### src/rtl/guess_evaluator.sv
// guess_evaluator: control stage around an external 4-bit magnitude comparator.
// Latches the secret and each guess onto the comparator operands, samples
// eq/gt/lt one cycle later, counts attempts and produces registered
// win/lose/hint results for the display stage.
`timescale 1ns/1ps
module guess_evaluator #(
  parameter int MAX_TRIES = 7
) (
  input  logic       clk,
  input  logic       rst,
  input  logic       load_secret,
  input  logic [3:0] secret_in,
  input  logic       guess_valid,
  input  logic [3:0] guess_in,
  output logic [3:0] cmp_a,
  output logic [3:0] cmp_b,
  input  logic       cmp_eq,
  input  logic       cmp_gt,
  input  logic       cmp_lt,
  output logic       busy,
  output logic       result_valid,
  output logic       hint_high,
  output logic       hint_low,
  output logic       win,
  output logic       lose,
  output logic [3:0] tries,
  output logic       cmp_err
);

  typedef enum logic [1:0] {
    S_IDLE,
    S_ARMED,
    S_COMPARE,
    S_DONE
  } state_t;

  state_t     state_q;
  logic [3:0] guess_q;
  logic [3:0] secret_q;
  logic [3:0] tries_q;
  logic       busy_q;
  logic       rv_q;
  logic       hint_high_q;
  logic       hint_low_q;
  logic       win_q;
  logic       lose_q;
  logic       err_q;

  logic [3:0] tries_d;
  logic       last_try_d;
  logic       onehot_d;

  // True when exactly one of the three comparator flags is set.
  function automatic logic is_onehot3(input logic e, input logic g, input logic l);
    return (e & ~g & ~l) | (~e & g & ~l) | (~e & ~g & l);
  endfunction

  // Attempt count after this evaluation and comparator sanity.
  always_comb begin
    tries_d    = tries_q + 4'd1;
    last_try_d = (({1'b0, tries_q} + 5'd1) == 5'(MAX_TRIES));
    onehot_d   = is_onehot3(cmp_eq, cmp_gt, cmp_lt);
  end

  // Round control FSM with all outputs registered; load_secret overrides every state.
  always_ff @(posedge clk or posedge rst) begin
    if (rst) begin
      state_q     <= S_IDLE;
      guess_q     <= 4'd0;
      secret_q    <= 4'd0;
      tries_q     <= 4'd0;
      busy_q      <= 1'b0;
      rv_q        <= 1'b0;
      hint_high_q <= 1'b0;
      hint_low_q  <= 1'b0;
      win_q       <= 1'b0;
      lose_q      <= 1'b0;
      err_q       <= 1'b0;
    end else begin
      rv_q <= 1'b0;
      if (load_secret) begin
        secret_q    <= secret_in;
        guess_q     <= 4'd0;
        tries_q     <= 4'd0;
        busy_q      <= 1'b0;
        hint_high_q <= 1'b0;
        hint_low_q  <= 1'b0;
        win_q       <= 1'b0;
        lose_q      <= 1'b0;
        err_q       <= 1'b0;
        state_q     <= S_ARMED;
      end else begin
        case (state_q)
          S_IDLE: begin
            state_q <= S_IDLE;
          end
          S_ARMED: begin
            if (guess_valid) begin
              guess_q <= guess_in;
              busy_q  <= 1'b1;
              state_q <= S_COMPARE;
            end
          end
          S_COMPARE: begin
            // Comparator has settled on guess_q/secret_q during this cycle.
            busy_q      <= 1'b0;
            rv_q        <= 1'b1;
            tries_q     <= tries_d;
            hint_high_q <= cmp_gt;
            hint_low_q  <= cmp_lt;
            if (!onehot_d) begin
              err_q <= 1'b1;
            end
            if (cmp_eq && onehot_d) begin
              win_q   <= 1'b1;
              state_q <= S_DONE;
            end else if (last_try_d) begin
              lose_q  <= 1'b1;
              state_q <= S_DONE;
            end else begin
              state_q <= S_ARMED;
            end
          end
          S_DONE: begin
            state_q <= S_DONE;
          end
          default: begin
            state_q <= S_IDLE;
          end
        endcase
      end
    end
  end

  assign cmp_a        = guess_q;
  assign cmp_b        = secret_q;
  assign busy         = busy_q;
  assign result_valid = rv_q;
  assign hint_high    = hint_high_q;
  assign hint_low     = hint_low_q;
  assign win          = win_q;
  assign lose         = lose_q;
  assign tries        = tries_q;
  assign cmp_err      = err_q;

endmodule

### config.mk
export PLATFORM = sky130hd
export DESIGN_NAME = guess_evaluator
export DESIGN_NICKNAME = d
export VERILOG_FILES = /design/src/rtl/guess_evaluator.sv
export SDC_FILE = /design/constraint.sdc
export NUM_CORES = 1
export LEC_CHECK = 0
export CAP_MARGIN = 20
export CORE_ASPECT_RATIO = 0.9
export CORE_MARGIN = 4
export CORE_UTILIZATION = 40
export DETAILED_ROUTE_END_ITERATION = 7
export PLACE_DENSITY = 0.8
export REMOVE_ABC_BUFFERS = 1
export SYNTH_ARGS = -nofsm -noshare
export SYNTH_HDL_FRONTEND = slang
export SYNTH_SLANG_ARGS = --single-unit
### constraint.sdc
create_clock -name clk -period 1.75 [get_ports clk]
set_input_delay 0.525 -clock clk [delete_from_list [all_inputs] [get_ports clk]]
set_output_delay 0.525 -clock clk [all_outputs]
set_load 0.02 [all_outputs]
==> run_results.csv, run 1 <==
group,metric,value,unit
synthesis,synthCells,87,
synthesis,ys_warn_count,0,
routing,viasPerCell,4.88,
placed_design,preCtsSetupSlack,-0.00478,ns
die,die_x,58.9,um
min_path,hold_depth,2,
final_layout,antenna_cells,0,
min_path,hp-class,"reg2reg",
sta,setup_ws,0.0821,ns
die,start_util,0.424,
die,die_h,53.8,um
sta,setup_viol,0,
synthesis,async_reset_ff_frac,1.00,
routing,dr.pass1.iters,4,
cts,cts_buffers,3,
critical_path,crit_chain,"dlygate4sd2_1",
pwr,cellPowerDensity,689,nW/um2
global_route,grt_antenna_before_repair,0,
routing,wire_per_inst,13.4,um
routing,num_vias,752,
placed_design,place_congestion,0.777,
final_layout,area_growth,44.4,%
synthesis,synth.avg_cell_area,10.7,um2
outcome,outcome,"finished, final reports clean",
synthesis,ys_seq_elements,21,
routing,remaining_drc_errors,0,
final_layout,final-instance-count-excl-fill,154,
critical_path,criticalPathCategory,"reg2out",
sta,finClkSkew,0.00376,ns
routing,dr.first_iter.drc_count,13,
critical_path,reg2reg_depth,4,
sta,grt_setup_unrepaired,"no",
critical_path,reg2reg_slack,0.29,ns
synthesis,ys_types,24,
sta,min_period_over_period,0.953,
die,rows,16,
sta,min_period,1.67,ns
cts,cts-root-buf,"clkbuf_4",
flow_run,drv_cap,0,
cts,ctsHoldBuffers,0,
min_path,min_from,"cmp_err",
critical_path,rr_startpoint,"tries[0]",
synthesis,yosysSeqAreaShare,0.563,
critical_path,cp_slowest_cell,"dfrtp_1",
cts,clock_path_buffers,2,
cts,cts_tree,"yes",
global_route,grtUsageTotal,0.144,
sta,finalHoldViolCount,0,
die,core,2200,um2
cts,clock-sinks,21,
min_path,min_to,"cmp_err",
placed_design,dp.cells,150,
critical_path,path_max_fanout,6,
global_route,grt-ovfl-total,0,
pwr,vdd_ir_drop_max,0.416,mV
global_route,grt_max_degree,22,
synthesis,synth-edff-count,0,
critical_path,startpoint_type,"flip-flop",
critical_path,endpoint_kind,"output port",
critical_path,crit_arrival,1.14,ns
cts,post_cts_buffers,0,
final_layout,nets,145,
critical_path,cp_top_family,"flip-flops",
synthesis,syn_area,933,um2
critical_path,worst_path_largest_cell_delay,0.47,ns
die,die-area,3170,um2
cts,htreeDepth,1,
routing,wl,2.06,mm
sta,max_freq,600,MHz
routing,ant_nets,0,
placed_design,hpwl,1.65,mm
global_route,grt_pass1_vias,812,
sta,worst_pin_slew,0.523,ns
cts,insertion_delay,0.29,ns
critical_path,critPathBufInv,1,
critical_path,required,1.22,ns
synthesis,synth_ff_type,"dfrtp_1",
cts,clk_transition_reported_paths,0.11,ns
sta,max-slew-margin-rel,0.651,
pwr,leakagePower,0.691,nW
critical_path,r2r_end,"lose",
sta,final-max-slew-violation-count,0,
global_route,grt_pass1_wl,3.47,mm
placed_design,port_buffers,33,
final_layout,drive_gt1_frac,0.126,
die,pin_count,34,
[kinds of logic (layout without fill, tap and decap cells)]
kind of cell,after synthesis,in the layout,synth area share
fa+ha+maj,2,2,0.0268
compound gates,15,15,0.102
xor+xnor,3,3,0.0282
buf+inv,8,48,0.0348
mux,9,9,0.102
simple gates,29,29,0.143
flops,21,21,0.563
[flip-flops by register name, indices dropped and copies added, names as in the netlist]
signal and flops:
tries 4, win 1, state_q 2, cmp_err 1, busy 1, cmp_a 4, hint_low 1, hint_high 1
lose 1, result_valid 1, cmp_b 4
[cell usage after synthesis (2+ instances only)]
cell type | count | share of area
mux2i_1 | 5 | 0.054
inv_1 | 4 | 0.016
a21oi_1 | 8 | 0.043
buf_2 | 2 | 0.011
nand2_1 | 9 | 0.036
mux2_2 | 4 | 0.048
dfrtp_1 | 21 | 0.56
nor2_1 | 13 | 0.052
o21ai_0 | 3 | 0.016
xor2_1 | 2 | 0.019
ha_1 | 2 | 0.027
nand2b_1 | 2 | 0.013
[through the flow]
| step | cell area (um2) | utilization | hold slack (ns) | TNS, ns | total power [mW] |
|---|---|---|---|---|---|
| after floorplan | 916 | - | 0.491 | 0 | 0.615 |
| after global placement | 1350 | 0.611 | 0.490 | 0 | 0.723 |
| after detailed placement | 1350 | 0.611 | 0.492 | -0.00478 | 0.730 |
| after CTS | 1350 | 0.612 | 0.518 | 0 | 0.937 |
| after global routing | 1350 | 0.612 | 0.548 | 0 | 0.976 |
| final | 1350 | 0.612 | 0.514 | 0 | 0.928 |
[worst max path at each step]
stage | start | endpoint | slack [ns] | cells after the start
floorplan | tries[1] | lose | 0.36 | 4
global placement | guess_valid | cmp_a[3] | 0.08 | 4
detailed placement | cmp_eq | win | -0.005 | 5
CTS | tries[0] | tries[0] | 0.07 | 1
global route | tries[0] | tries[0] | 0.04 | 1
finish | tries[0] | tries[0] | 0.08 | 1
[area by class of cell]
type	instances	area, um2
Timing Repair Buffer	40	372
Fill cell	189	855
Sequential cell	21	526
Inverter	4	15.0
Multi-Input combinational cell	58	375
Tap cell	27	33.8
Clock buffer	4	26.3
[repair_timing]
item	in CTS	in global routing
resized for setup	19	0
endpoints found under the setup margin	19	0
endpoints found under the hold margin	0	0
[cell usage in the layout (no fill, tap or decap), types with 2 or more instances in the layout]
master,count
dfrtp_1,21
clkbuf_4,3
nor2_1,13
o21ai_0,3
nand2_1,9
mux2_2,4
a21oi_1,8
clkdlybuf4s50_1,14
buf_4,6
nand2b_1,2
inv_1,4
dlygate4sd2_1,19
xor2_1,2
mux2i_1,5
ha_1,2
[layer usage]
metal / GRT usage / part of all wire
met1: 0.174 / 0.41
met2: 0.254 / 0.51
met3: 0.0408 / 0.079
met4: 0.0340 / 0
met5: 0 / 0
[where the power goes]
| group | total (mW) | leakage, nW | internal [mW] | switching [mW] |
|---|---|---|---|---|
| Sequential | 0.526 | 0.276 | 0.510 | 0.0162 |
| Combinational | 0.176 | 0.400 | 0.0880 | 0.0878 |
| Clock | 0.226 | 0.0150 | 0.0885 | 0.138 |
| Total | 0.928 | 0.691 | 0.686 | 0.242 |
Note: power is estimated with default switching activity, not from simulation.
==> run 2: changes to the inputs <==
CTS_BUF_LIST = sky130_fd_sc_hd__clkbuf_4 sky130_fd_sc_hd__clkbuf_8   (was not set)
GPL_TIMING_DRIVEN = 0   (was not set)
==> run_results.csv, run 2 (same netlist as run 1, synthesis figures left out) <==
group,metric,value,unit
sta,final-max-slew-violation-count,0,
cts,cts_tree,"yes",
final_layout,drive_gt1_frac,0.0833,
cts,insertion_delay,0.29,ns
critical_path,worst_path_largest_cell_delay,0.44,ns
placed_design,place_congestion,0.689,
cts,cts_buffers,3,
die,start_util,0.424,
die,die_h,53.8,um
pwr,internal_power,0.689,mW
pwr,leakagePower,0.665,nW
critical_path,reg2reg_slack,0.38,ns
sta,worst_pin_slew,0.793,ns
final_layout,nets,138,
placed_design,port_buffers,33,
critical_path,cp_slowest_cell,"dfrtp_1",
routing,ant_nets,0,
min_path,min_from,"cmp_b[0]",
pwr,cellPowerDensity,719,nW/um2
sta,max-slew-margin-rel,0.470,
outcome,outcome,"finished, final reports clean",
sta,finalHoldViolCount,0,
critical_path,rr_startpoint,"tries[1]",
critical_path,endpoint_kind,"output port",
pwr,p_sw_frac,0.256,
final_layout,layout.cells.most_common,"dfrtp_1",
critical_path,startpoint_type,"flip-flop",
global_route,met1_usage,0.164,
global_route,top_usage_layer,"met2",
die,rows,16,
critical_path,path_max_fanout,6,
cts,ctsHoldBuffers,0,
sta,setup_ws,0.140,ns
sta,finClkSkew,0.00417,ns
global_route,grt_antenna_before_repair,0,
final_layout,area_growth,38.1,%
sta,min_period_over_period,0.920,
pwr,vdd_ir_drop_max,0.527,mV
cts,clock_path_buffers,2,
sta,min_period,1.61,ns
routing,remaining_drc_errors,0,
critical_path,crit_arrival,1.08,ns
pwr,p_sw,0.237,mW
critical_path,required,1.22,ns
critical_path,crit_chain,"dlygate4sd2_1",
cts,post_cts_buffers,0,
placed_design,preCtsSetupSlack,-0.310,ns
placed_design,placed_area,1280,um2
placed_design,dp.cells,143,
die,die-area,3170,um2
routing,wire_per_inst,12.8,um
global_route,grt_util_met3,0.0456,
final_layout,n_fill_cell,207,
min_path,min_to,"cmp_b[0]",
pwr,pwr-share-comb,0.171,
min_path,hp-class,"reg2reg",
routing,wl,1.88,mm
global_route,use_met2,0.221,
sta,setup_viol,0,
routing,num_vias,716,
min_path,hold_depth,1,
global_route,grtUsageTotal,0.132,
cts,clk_transition_reported_paths,0.11,ns
final_layout,final-instance-count-excl-fill,147,
pwr,clkPwrFrac,0.262,
placed_design,hpwl,1.46,mm
critical_path,critPathBufInv,1,
sta,max_freq,621,MHz
global_route,grt_max_degree,23,
critical_path,reg2reg_depth,4,
routing,dr.pass1.iters,1,
pwr,pwr-share-seq,0.567,
sta,fin_worst_hold_slack,0.517,ns
cts,htreeDepth,1,
flow_run,drv_cap,0,
critical_path,criticalPathCategory,"reg2out",
global_route,grt-ovfl-total,0,
routing,dr.first_iter.drc_count,0,
die,pin_count,34,
final_layout,final_cell_mix,"dfrtp_1 (21), dlygate4sd2_1 (19), nor2_1 (13), clkdlybuf4s50_1 (13), nand2_1 (9)",
die,die_x,58.9,um
cts,clock-sinks,21,
final_layout,antenna_cells,0,
critical_path,cp_top_family,"flip-flops",
final_layout,final_area,1290,um2
sta,grt_setup_unrepaired,"no",
critical_path,r2r_end,"lose",
cts,cts-root-buf,"clkbuf_4",
global_route,grt_pass1_wl,3.17,mm
die,core,2200,um2
routing,viasPerCell,4.87,
global_route,grt_pass1_vias,743,
run 2: per-layer routing:
layer	wire length, um	up-vias	part of all wire
li1	-	356	-
met1	808	341	0.43
met2	907	19	0.48
met3	160	0	0.085
met4	0	0	0
met5	0	-	0
run 2: repair_timing:
item | CTS | global route
gates resized for setup | 19 | 1
hold endpoints to repair | 0 | 0
endpoints found under the setup margin | 19 | 4
run 2: worst max path at each step:
stage	startpoint	to	depth (start not counted)
2_1_floorplan	tries[1]	lose	4
3_3_place_gp	load_secret	cmp_b[1]	2
3_5_place_dp	load_secret	cmp_b[3]	2
4_1_cts	load_secret	cmp_b[3]	2
5_1_grt	tries[1]	tries[1]	1
6_report	tries[1]	tries[1]	1
run 2: cell type report:
type / instances / area (um2) / share of cell area
Clock buffer: 4 / 30.0 / 0.0233
Tap cell: 27 / 33.8 / 0.0262
Multi-Input combinational cell: 58 / 375 / 0.291
Timing Repair Buffer: 33 / 309 / 0.240
Sequential cell: 21 / 526 / 0.408
Inverter: 4 / 15.0 / 0.0117
run 2: power by group through the flow:
stage | combinational, mW | clock, mW | sequential, mW
final | 0.158 | 0.242 | 0.525
after global routing | 0.174 | 0.270 | 0.530
after CTS | 0.162 | 0.249 | 0.526
after detailed placement | 0.177 | 0 | 0.536
after global placement | 0.173 | 0 | 0.535
after floorplan | 0.0535 | 0 | 0.561
run 2: metrics by stage:
step / total power [mW] / setup TNS (ns) / utilization
finish: 0.926 / 0 / 0.585
detailed placement: 0.713 / -2.17 / 0.581
global route: 0.974 / 0 / 0.585
global placement: 0.708 / -1.81 / 0.581
floorplan: 0.615 / 0 / -
CTS: 0.936 / 0 / 0.584
==> run 3: changes to the inputs <==
ABC_AREA = 0   (was not set)
==> results of run 3 <==
The final DEF is identical to that of run 2; final timing and power are the same.
==> edit 1 (flow settings as in run 2) <==
Make the reset (`rst`) synchronous in one clocked block.
--- a/src/rtl/guess_evaluator.sv
+++ b/src/rtl/guess_evaluator.sv
@@ -65,3 +65,3 @@
   // Round control FSM with all outputs registered; load_secret overrides every state.
-  always_ff @(posedge clk or posedge rst) begin
+  always_ff @(posedge clk) begin
     if (rst) begin
Check against the original RTL: differs if rst is asserted again (counterexample within 4 cycles, from zero or initial values and one cycle with rst high); with rst held inactive, the same outputs for 10 cycles.
==> edit 1 against run 2 <==
Power down 12%. Area after synthesis down 6.2%. Sequential cell count unchanged. Register-to-register slack worse by 90 ps. Combinational power down 40%. Worst setup slack worse by 40 ps. Final area down 5.9%. Die area down 5.3%. Core utilization up 2.4 points. Routed wire length down 3.7%. Highest routed layer is now met4.
==> edit 1: results (changes against run 2) <==
status: completed
critical path peak fanout: 7 (+1)
max incr delay on CP: 460 ps (+20 ps)
nets: 142 (+2.9%)
sw frac: 0.233 (-0.0224)
DR iter-0 viols: 12 (+12)
first-pass GRT wire length: 2.93 mm (-7.4%)
Synth area leaders: dfxtp_1 (48%), mux2i_1 (9.1%), nor2_1 (6.9%)
largest net degree at the start of global routing: 15 (-35%)
FF-to-FF Start: tries[0]$_SDFFE_PP0P_
Avg Vias per Cell: 4.99 (+2.4%)
DP HPWL: 1.43 mm (-1.9%)
post-synthesis cell type count: 26 (+8.3%)
slowest stage cell on the critical path: dfxtp_1
post-place setup slack: -483 ps (-173 ps)
number of global-route vias before repair: 673 (-9.4%)
RD Place Congestion: 0.705 (+2.3%)
max frequency: 606 MHz (-2.4%)
share of cells above drive strength 1: 0.0645 (-0.0188)
Least-Margin Pin Slew: 466 ps (-327 ps)
DR WL/cell: 12.1 µm (-5.0%)
hold_ws: 465 ps (-52.4 ps)
Global Route Usage Sum: 0.130 (-0.00215)
Placed Instance Area: 1200 µm² (-6.1%)
worst clock skew: 5.61 ps (+1.44 ps)
Peak supply drop: 0.487 mV (-7.6%)
synth cell count leaders: dfxtp_1 (21), nor2_1 (16), mux2i_1 (8)
register area share after synthesis: 0.480 (-0.0830)
-- edit 1: changes by cell type after synthesis, sizes merged, moves of 2 or more --
cell	before	now
a211oi	1	4
a21oi	8	6
dfrtp	21	0
dfxtp	0	21
mux2	4	0
mux2i	5	8
nand2	9	7
nand3b	1	3
nor2	13	16
-- edit 1: power by group through the flow --
stage          Sequential (W)  Combinational, W  Clock [W]
4_1_cts              0.000495         0.0000961   0.000236
5_1_grt              0.000497          0.000104   0.000265
6_report             0.000494         0.0000954   0.000226
3_3_place_gp         0.000505         0.0000986          0
2_1_floorplan        0.000515         0.0000306          0
3_5_place_dp         0.000506          0.000101          0
-- edit 1: final timing paths --
| kind | end | cells past startpoint |
|---|---|---|
| worst min register to register | hint_high$_SDFFE_PP0P_ | 2 |
| worst max-delay path | tries[0] | 1 |
| worst max register to register | state_q[1]$_SDFFE_PP0P_ | 5 |
| worst min-delay path | hint_high$_SDFFE_PP0P_ | 2 |
-- edit 1: final cells by class --
class	count	area, µm²
Clock buffer	3	22.5
Clock inverter	1	5.00
Fill cell	187	777
Inverter	3	11.3
Multi-Input combinational cell	63	412
Sequential cell	21	420
Tap cell	25	31.3
Timing Repair Buffer	33	310
-- edit 1: layer usage --
metal | vias to the layer above | global-route usage | routed length (µm)
li1 | 380 | - | -
met1 | 340 | 0.141 | 756
met2 | 20 | 0.232 | 894
met3 | 3 | 0.0640 | 147
met4 | 0 | 0.0232 | 9
met5 | - | 0 | 0
-- edit 1: what timing repair did --
action	4_1_cts	5_1_grt
endpoints found under the setup margin	32	2
cloned	0	0
hold endpoints to repair	0	0
gates resized for setup	20	2
-- edit 1: metrics by stage --
stage                     instances  total power [W]
after floorplan                  87         0.000545
after global placement          145         0.000604
after detailed placement        145         0.000607
after CTS                       149         0.000827
after global routing            149         0.000866
final                           149         0.000816
-- edit 1: cell families after synthesis --
family	synth area share
adder cells (fa/ha/maj)	0.0286
AND/OR/NAND/NOR	0.201
AO/OA/AOI/OAI	0.126
flip-flops	0.480
buffers and inverters	0.0529
multiplexers	0.0914
XOR/XNOR	0.0200
-- edit 1: worst reg2reg max path, stage by stage, from the launching register on --
cell and delay, ps:
dfxtp_1 460, inv_1 100, ha_1 210, and3b_1 160
a31oi_1 300, a211oi_1 120
==> edit 2 (settings of run 2) <==
Made on the original files. `MAX_TRIES`: 7 -> 5.
--- a/src/rtl/guess_evaluator.sv
+++ b/src/rtl/guess_evaluator.sv
@@ -6,3 +6,3 @@
 module guess_evaluator #(
-  parameter int MAX_TRIES = 7
+  parameter int MAX_TRIES = 5
 ) (
Check against the original RTL: same outputs for any inputs over 10 cycles, from zero or initial values and one cycle with rst high; that may be too few to reach the edited logic, so the function may still have changed.
==> edit 2 against run 2 <==
Final area hardly changed. Area after synthesis grew 0.13%. Hold slack worse by 4.2 ps. Routed wire length is 3.7% higher. Final cell count grew 2.0%. Core utilization rose by 0.057 points. Sequential share of layout area about the same. Sequential cell count did not move. Worst setup slack better by 13 ps. First-iteration DRC count is 6 higher. Power down 1.4%. Highest routed layer unchanged.
==> edit 2: results (changes against run 2) <==
synth cell count leaders: dfrtp_1 (21), nand2_1 (12), nor2_1 (11)
clk buf depth: 2 (unchanged)
DRC: 0 (unchanged)
initial antenna violation count: 0 (unchanged)
Hold Path Sink: lose$_DFFE_PP0P_
status: completed
register area share after synthesis: 0.562 (-0.000754)
R2R depth: 5 (+1)
Peak supply drop: 0.500 mV (-5.0%)
first-pass GRT wire length: 3.28 mm (+3.7%)
DP HPWL: 1.51 mm (+3.4%)
Port Buffer Count: 33 (unchanged)
Worst R2R Setup Slack: 280 ps (-100 ps)
Max H-tree Level: 1 (unchanged)
max incr delay on CP: 430 ps
Worst Path Arrival: 1070 ps
Synth async-reset ratio: 1.00 (unchanged)
worst skew pair latency: 300 ps
Global Route Usage Sum: 0.136 (+0.00411)
WHS Path Cells: 2 (+1)
DR iter-0 viols: 6 (+6)
nets: 141 (+2.2%)
Num CTS Buffers: 3 (unchanged)
worst r2r dst: lose$_DFFE_PP0P_
slowest stage cell on the critical path: dfrtp_1
total wire length: 1.95 mm (+3.7%)
number of global-route vias before repair: 750 (+0.94%)
post-synthesis cell type count: 23 (-4.2%)
First-pass DRT Iterations: 4 (+3)
Placed Instance Area: 1280 µm² (+0.29%)
FF-to-FF Start: tries[0]$_DFFE_PP0N_
largest net degree at the start of global routing: 23 (unchanged)
Least-Margin Pin Slew: 793 ps (-0.263 ps)
RD Place Congestion: 0.700 (+1.6%)
leakage: 0.663 nW (-0.28%)
worst clock skew: 7.86 ps (+3.69 ps)
critical path peak fanout: 5 (-1)
clock root cell: clkbuf_4
routed via count: 741 (+3.5%)
Crit path max-delay family: flip-flops
share of cells above drive strength 1: 0.0732 (-0.0102)
Synth area leaders: dfrtp_1 (56%), mux2_2 (4.8%), nand2_1 (4.8%)
CTS clk-pin slew, worst paths: 110 ps (about the same)
diodes inserted: 0 (unchanged)
YS warnings: 0 (unchanged)
hold crit path type: reg2reg
HP Start: lose$_DFFE_PP0P_
## edit 2: changes by cell type in the layout (fill, tap and decap cells not counted)
cell / delta
mux2i_1: -1
nand2_1: +3
and3_2: -1
a21bo_1: -1
and2_1: +1
clkbuf_4: -1
nor2_1: -2
nand2b_1: +1
inv_1: +1
and3_1: +1
o21ai_1: +1
clkinv_2: +1
## edit 2: worst max path at each step
stage,start,to,depth (start not counted)
CTS,load_secret,cmp_b[0]$_DFFE_PP0P_,2
floorplan,tries[0]$_DFFE_PP0N_,lose$_DFFE_PP0P_,5
global route,cmp_eq,state_q[1]$_DFFE_PP0P_,4
detailed placement,load_secret,cmp_b[0]$_DFFE_PP0P_,2
global placement,load_secret,cmp_b[3]$_DFFE_PP0P_,2
finish,tries[2]$_DFFE_PP0N_,tries[2],1
## edit 2: logic make-up (layout without fill, tap and decap cells)
family                   count (synthesis)  count (layout)  share of synthesized area
AO/OA/AOI/OAI                           15              15                     0.0964
flip-flops                              21              21                      0.562
XOR/XNOR                                 3               3                     0.0281
AND/OR/NAND/NOR                         32              32                      0.159
buffers and inverters                    8              42                     0.0361
multiplexers                             8               8                     0.0910
adder cells (fa/ha/maj)                  2               2                     0.0268
## edit 2: routing by layer
metal | part of all wire | global-route usage | vias to the layer above | wire (µm)
met5 | 0 | 0 | - | 0
met4 | 0 | 0.0453 | 0 | 0
met3 | 0.077 | 0.0384 | 0 | 150
met2 | 0.49 | 0.232 | 20 | 950
met1 | 0.43 | 0.167 | 356 | 844
li1 | - | - | 365 | -
## edit 2: metrics by stage
stage | TNS [ps] | cells | hold slack [ps] | setup WS [ps]
6_report | 0 | 150 | 513 | 153
5_1_grt | 0 | 150 | 547 | 75.0
4_1_cts | 0 | 150 | 518 | 12.3
3_5_place_dp | -2120 | 146 | 492 | -317
3_3_place_gp | -1710 | 146 | 485 | -296
2_1_floorplan | 0 | 86 | 491 | 301
## edit 2: power by group
group,internal [W],leakage (nW),switching [W],total [W]
combinational,0.0000754,0.369,0.0000850,0.000160
clock,0.0000850,0.0177,0.000143,0.000228
sequential,0.000510,0.276,0.0000155,0.000525
## edit 2: what timing repair did
item / in CTS / in global routing
buffers inserted: 0 / 0
hold endpoints to repair: 0 / 0
setup endpoints to repair: 19 / 4
hold buffers: 0 / 0
resized for setup: 19 / 1
## edit 2: area by class of cell
class	count	area, µm²
Clock buffer	3	22.5
Multi-Input combinational cell	60	375
Sequential cell	21	526
Fill cell	206	912
Clock inverter	1	5.00
Inverter	5	18.8
Timing Repair Buffer	33	309
Tap cell	27	33.8
